[config.mk]
export PLATFORM = sky130hd
export DESIGN_NAME = lvds_lane_dispatcher_flat
export DESIGN_NICKNAME = d
export VERILOG_FILES = /design/src/rtl/lvds_lane_dispatcher_if.sv /design/src/rtl/lvds_lane_dispatcher.sv /design/src/flat_wrapper.sv
export SDC_FILE = /design/constraint.sdc
export NUM_CORES = 1
export LEC_CHECK = 0
export CAP_MARGIN = 40
export CELL_PAD_IN_SITES_DETAIL_PLACEMENT = 1
export CELL_PAD_IN_SITES_GLOBAL_PLACEMENT = 1
export CORE_MARGIN = 1
export CORE_UTILIZATION = 46
export DETAILED_ROUTE_END_ITERATION = 12
export PLACE_DENSITY_LB_ADDON = 0.1
export SLEW_MARGIN = 20
export SYNTH_ARGS = -nofsm -noshare
export SYNTH_HDL_FRONTEND = slang
export SYNTH_SLANG_ARGS = --single-unit
[constraint.sdc]
create_clock -name clk -period 30.4 [get_ports clk]
set_input_delay 6.08 -clock clk [delete_from_list [all_inputs] [get_ports clk]]
set_output_delay 6.08 -clock clk [all_outputs]
set_load 0.05 [all_outputs]
[src/rtl/lvds_lane_dispatcher_if.sv]
// Byte-stream handshake between the framing logic and the LVDS lane dispatcher.
interface lvds_lane_dispatcher_if;
    logic [7:0] s_data;
    logic       s_sof;
    logic       s_valid;
    logic       s_ready;

    modport master (output s_data, output s_sof, output s_valid, input s_ready);
    modport slave  (input s_data, input s_sof, input s_valid, output s_ready);
endinterface

[src/rtl/lvds_lane_dispatcher.sv]
// Stripes an incoming byte stream round-robin across the serializer lanes, one start pulse per byte.
// Optional build macro DISPATCH_STAT_EN adds the frame_cnt/byte_cnt statistics outputs.
module lvds_lane_dispatcher #(
    parameter int NUM_LANES = 23,
    parameter int BUSY_TO   = 4
) (
    input  logic                   clk,
    input  logic                   reset,
    lvds_lane_dispatcher_if.slave  s,
    input  logic [NUM_LANES-1:0]   lane_busy_i,
    output logic [NUM_LANES*8-1:0] data_o,
    output logic [NUM_LANES-1:0]   start_o,
    output logic [NUM_LANES-1:0]   st_flag_o,
    output logic [NUM_LANES-1:0]   err_timeout,
    output logic                   idle_o
`ifdef DISPATCH_STAT_EN
    ,
    output logic [15:0]            frame_cnt,
    output logic [15:0]            byte_cnt
`endif
);

    localparam int PW = (NUM_LANES > 1) ? $clog2(NUM_LANES) : 1;
    localparam logic [PW-1:0] LAST_LANE = PW'(NUM_LANES - 1);
    localparam logic [3:0]    TO_LAST   = 4'(BUSY_TO - 1);

    typedef enum logic [1:0] {
        ST_IDLE   = 2'd0,
        ST_LAUNCH = 2'd1,
        ST_WAIT   = 2'd2,
        ST_BUSY   = 2'd3
    } lane_state_t;

    lane_state_t           state_r [NUM_LANES];
    logic [3:0]            cnt_r   [NUM_LANES];
    logic [PW-1:0]         ptr_r;
    logic [PW-1:0]         tgt_s;
    logic                  ready_s;
    logic                  accept_s;
    logic [NUM_LANES-1:0]  lane_idle_s;

    // Target lane selection and readiness; a start-of-frame byte always restarts at lane 0
    always_comb begin
        tgt_s   = s.s_sof ? {PW{1'b0}} : ptr_r;
        ready_s = 1'b0;
        if (!reset && (state_r[tgt_s] == ST_IDLE) && !lane_busy_i[tgt_s]) begin
            ready_s = 1'b1;
        end else begin
            ready_s = 1'b0;
        end
    end

    assign s.s_ready = ready_s;
    assign accept_s  = s.s_valid & ready_s;

    // Per-lane idle flags feeding the registered idle_o
    always_comb begin
        lane_idle_s = '0;
        for (int i = 0; i < NUM_LANES; i++) begin
            lane_idle_s[i] = (state_r[i] == ST_IDLE);
        end
    end

    // Stripe pointer, per-lane launch/handshake FSMs and their registered outputs
    always_ff @(posedge clk or posedge reset) begin
        if (reset) begin
            ptr_r       <= {PW{1'b0}};
            data_o      <= '0;
            start_o     <= '0;
            st_flag_o   <= '0;
            err_timeout <= '0;
            idle_o      <= 1'b0;
            for (int i = 0; i < NUM_LANES; i++) begin
                state_r[i] <= ST_IDLE;
                cnt_r[i]   <= 4'd0;
            end
        end else begin
            if (accept_s) begin
                ptr_r <= (tgt_s == LAST_LANE) ? {PW{1'b0}} : tgt_s + PW'(1);
            end
            idle_o <= (&lane_idle_s) & ~(|lane_busy_i);
            for (int i = 0; i < NUM_LANES; i++) begin
                case (state_r[i])
                    ST_IDLE: begin
                        if (accept_s && (tgt_s == PW'(i))) begin
                            data_o[8*i +: 8] <= s.s_data;
                            st_flag_o[i]     <= s.s_sof;
                            start_o[i]       <= 1'b1;
                            state_r[i]       <= ST_LAUNCH;
                        end else begin
                            start_o[i] <= 1'b0;
                        end
                    end
                    ST_LAUNCH: begin
                        start_o[i]   <= 1'b0;
                        st_flag_o[i] <= 1'b0;
                        cnt_r[i]     <= 4'd0;
                        state_r[i]   <= ST_WAIT;
                    end
                    // Busy takes priority over the timeout boundary
                    ST_WAIT: begin
                        if (lane_busy_i[i]) begin
                            state_r[i] <= ST_BUSY;
                        end else if ((cnt_r[i] + 4'd1) == TO_LAST) begin
                            err_timeout[i] <= 1'b1;
                            state_r[i]     <= ST_IDLE;
                        end else begin
                            cnt_r[i] <= cnt_r[i] + 4'd1;
                        end
                    end
                    ST_BUSY: begin
                        if (!lane_busy_i[i]) begin
                            state_r[i] <= ST_IDLE;
                        end
                    end
                    default: begin
                        start_o[i] <= 1'b0;
                        state_r[i] <= ST_IDLE;
                    end
                endcase
            end
        end
    end

`ifdef DISPATCH_STAT_EN
    // Accepted-byte and frame statistics, wrapping at 16 bits
    always_ff @(posedge clk or posedge reset) begin
        if (reset) begin
            frame_cnt <= 16'd0;
            byte_cnt  <= 16'd0;
        end else if (accept_s) begin
            byte_cnt <= byte_cnt + 16'd1;
            if (s.s_sof) begin
                frame_cnt <= frame_cnt + 16'd1;
            end
        end
    end
`endif

endmodule

[src/flat_wrapper.sv]
// flat-port wrapper written by rule: the top's interface ports become plain ports
module lvds_lane_dispatcher_flat 
#(
    parameter int NUM_LANES = 23,
    parameter int BUSY_TO   = 4
)
  (clk, reset, lane_busy_i, data_o, start_o, st_flag_o, err_timeout, idle_o, s_s_data, s_s_sof, s_s_valid, s_s_ready);
  lvds_lane_dispatcher_if s_i ();
  input  logic clk;
  input  logic reset;
  input  logic [NUM_LANES-1:0] lane_busy_i;
  output logic [NUM_LANES*8-1:0] data_o;
  output logic [NUM_LANES-1:0] start_o;
  output logic [NUM_LANES-1:0] st_flag_o;
  output logic [NUM_LANES-1:0] err_timeout;
  output logic idle_o;
  input wire logic [$bits(s_i.s_data)-1:0] s_s_data;
  input wire logic [$bits(s_i.s_sof)-1:0] s_s_sof;
  input wire logic [$bits(s_i.s_valid)-1:0] s_s_valid;
  output wire logic [$bits(s_i.s_ready)-1:0] s_s_ready;
  assign s_i.s_data = s_s_data;
  assign s_i.s_sof = s_s_sof;
  assign s_i.s_valid = s_s_valid;
  assign s_s_ready = s_i.s_ready;
  lvds_lane_dispatcher #(.NUM_LANES(NUM_LANES), .BUSY_TO(BUSY_TO)) u_core (.clk(clk), .reset(reset), .s(s_i), .lane_busy_i(lane_busy_i), .data_o(data_o), .start_o(start_o), .st_flag_o(st_flag_o), .err_timeout(err_timeout), .idle_o(idle_o));
endmodule
==> results.py <==
metrics = {
    "status": {
        "status": "completed",
    },
    "drt": {
        "wl_um": 56400,
        "wl_per_cell_um": 22.0,
        "drtIter0Drc": 770,
        "first_pass_iters": 5,
        "route.detailed.drc": 0,
        "vias_per_cell": 5.73,
        "vias": 14679,
        "ant_nets": 0,
    },
    "cells_and_area": {
        "drive_above_1_share": 0.0846,
        "nNetsFinal": 2088,
        "area_delta_synth_final_pct": 25.2,
    },
    "sta": {
        "period_share": 0.505,
        "max_freq_mhz": 65.2,
        "slew_headroom": 0.467,
        "final-max-slew-violation-count": 0,
        "fin_skew_ns": 0.0132,
        "fin_tns_setup_ns": 0,
        "tightest_slew_ns": 0.794,
        "final-hold-violation-count": 0,
        "setup_viol": 0,
        "min_period_ns": 15.35,
        "rsz0062_at_grt": "no",
    },
    "grt": {
        "grt_overflow": 0,
        "grt_pass1_vias": 15850,
        "grt_first_pass_wirelength_um": 89800,
        "antenna_found_initial": 2,
        "globalRouteTotalUtil": 0.278,
        "grt_max_degree": 132,
    },
    "die": {
        "io_pins": 290,
        "dieArea_um2": 41200,
        "rows": 73,
        "dieWidth_um": 203,
        "dieHeight_um": 203,
        "coreArea_um2": 39700,
        "start_util": 0.467,
    },
    "synthesis": {
        "synth_edf_count": 0,
        "synth_top_cell_area_share": 0.535,
        "synthTopCellsByCount": "dfrtp_1 (397), nor2_1 (193), nand2_1 (188)",
        "syn_nets": 1831,
        "yosysUniqueCellTypes": 65,
        "synth.cell_area_um2": 18600,
        "synth_flop_cell": "dfrtp_1",
        "async_reset_ff_frac": 1.00,
        "seq_area_frac_synth": 0.535,
        "netlist_instances": 1746,
        "synth_most_common_cell": "dfrtp_1",
        "yosysTopAreaCell": "dfrtp_1",
        "ys_seq_elements": 397,
        "synth_warnings": 0,
        "syn_avg_cell_area_um2": 10.6,
        "yosys-top-cells-area": "dfrtp_1 (54%), mux2_1 (6.6%), mux2_2 (4.7%), a21oi_1 (4.4%), nor2_1 (3.9%)",
    },
    "worst_setup_path": {
        "cp.required_ns": 24.32,
        "rr_worst_depth": 8,
        "crit_type": "input pin to primary output",
        "startpoint_type": "input pin",
        "cp.arrival_ns": 9.27,
        "rrSetupSlack_ns": 26.51,
        "end_kind": "primary output",
        "crit_fanout": 14,
    },
    "pwr": {
        "p_per_area_nw_per_um2": 79.4,
        "switching_power_mw": 0.729,
        "clkPwrFrac": 0.282,
        "p_seq_frac": 0.411,
        "switching_share": 0.395,
        "total_power_mw": 1.85,
        "irDropWorstVdd_mv": 0.0535,
        "power.leakage_nw": 11.0,
        "p_int_mw": 1.12,
        "combPwrFrac": 0.307,
    },
    "clocking": {
        "clock_path_buffers": 3,
        "clk_latency_ns": 0.58,
        "cts_setup_buffers": 0,
        "clockRootBuffer": "clkbuf_16",
        "numCtsBuffers": 44,
        "clkTransAtPathRegs_ns": 0.06,
        "cts_max_level": 2,
        "clock-sinks": 397,
        "cts_tree": "built",
        "cts_hold_buf": 0,
        "cts_resized": 0,
    },
    "min_path": {
        "min_path_type": "register to register",
        "hold_path_depth": 1,
    },
    "placed_design": {
        "gp_congestion": 0.900,
        "portBuffers": 289,
        "hpwlAfterDp_um": 40000,
    },
    "flow_run": {
        "max_cap_violations": 0,
    },
}
[sequential cells by signal (all words and copies together) (netlist names)]
register / flops
u_core.start_o: 23
u_core.data_o: 184
u_core.cnt_r: 92
u_core.err_timeout: 23
u_core.ptr_r: 5
u_core.st_flag_o: 23
u_core.idle_o: 1
u_core.state_r: 46
[worst max-delay path: stages]
cell and delay [ns]:
clkdlybuf4s50_1 0.65, nor2b_1 0.59, o41ai_1 0.17, nor3_1 0.41
a221oi_4 0.15, a21oi_1 0.33, clkdlybuf4s50_1 0.88
[worst paths after layout]
| check | from | end |
|---|---|---|
| worst max-delay path | s_s_sof | s_s_ready |
| worst min-delay path | u_core.err_timeout[13] | u_core.err_timeout[13] |
| worst max register to register | u_core.state_r[0] | u_core.data_o[50] |
| worst min register to register | u_core.err_timeout[13] | u_core.err_timeout[13] |
| max in group asynchronous | reset | u_core.cnt_r[79] |
| min in group asynchronous | reset | u_core.data_o[146] |
[layer usage]
metal	vias up	track usage	wire (µm)
li1	6705	-	-
met1	7585	0.359	24400
met2	287	0.473	28100
met3	102	0.0414	2220
met4	0	0.101	1730
met5	-	0	0
[power groups by stage]
stage               sequential (mW)  combinational [mW]  clock [mW]
CTS                           0.757               0.569       0.533
detailed placement            0.765               0.563           0
global route                  0.777               0.619       0.551
global placement              0.756               0.539           0
floorplan                     0.800               0.329           0
finish                        0.760               0.567       0.520
[kinds of logic (layout without fill, tap and decap cells)]
| family | Yosys count | count (layout) | synth area share |
|---|---|---|---|
| compound gates | 417 | 417 | 0.148 |
| xor+xnor | 2 | 2 | 0.000944 |
| fa+ha+maj | 50 | 50 | 0.0337 |
| buf+inv | 169 | 457 | 0.0410 |
| flops | 397 | 397 | 0.535 |
| mux | 189 | 189 | 0.114 |
| other cells | 0 | 4 | 0 |
| simple gates | 522 | 522 | 0.127 |
[metrics by stage]
| stage | instances | util | hold WS (ns) | worst slack, ns | area, µm² |
|---|---|---|---|---|---|
| after floorplan | 1746 | - | 0.516 | 13.28 | 18600 |
| after global placement | 2477 | 0.547 | 0.454 | 15.15 | 21700 |
| after detailed placement | 2481 | 0.549 | 0.457 | 15.11 | 21800 |
| after CTS | 2558 | 0.584 | 0.470 | 15.09 | 23200 |
| after global routing | 2561 | 0.585 | 0.476 | 14.85 | 23200 |
| final | 2563 | 0.585 | 0.465 | 15.05 | 23200 |
[final cells by class]
type | count | area [µm²]
antenna | 4 | 10.0
tap | 525 | 657
fill | 4223 | 16500
sequential | 397 | 9930
inverter | 76 | 293
clock buffer | 70 | 1340
timing repair buffer | 304 | 3090
multi-input combinational | 1180 | 7870
clock inverter | 7 | 51.3
[cell usage in the layout (no fill, tap or decap), drive strengths merged, types with 3 or more instances in the layout]
cell type / Yosys / final
a21o: 34 / 34
and4: 11 / 11
mux2i: 4 / 4
nor4: 6 / 6
a22o: 3 / 3
a31oi: 6 / 6
nand2: 189 / 189
a21oi: 166 / 166
a221oi: 5 / 5
nand3: 8 / 8
o21ai: 47 / 47
o2bb2ai: 25 / 25
nor3: 26 / 26
and2: 22 / 22
a41o: 21 / 21
nand4: 6 / 6
and3: 38 / 38
inv: 76 / 79
nor2: 193 / 193
a22oi: 22 / 22
a311oi: 21 / 21
dfrtp: 397 / 397
a41oi: 4 / 4
diode: 0 / 4
nor2b: 8 / 8
a211oi: 22 / 22
clkdlybuf4s50: 0 / 289
o22ai: 22 / 22
clkbuf: 58 / 70
ha: 50 / 50
nor4b: 5 / 5
mux2: 185 / 185
buf: 35 / 15
o41ai: 3 / 3
Power figures use the tool's default switching activity.
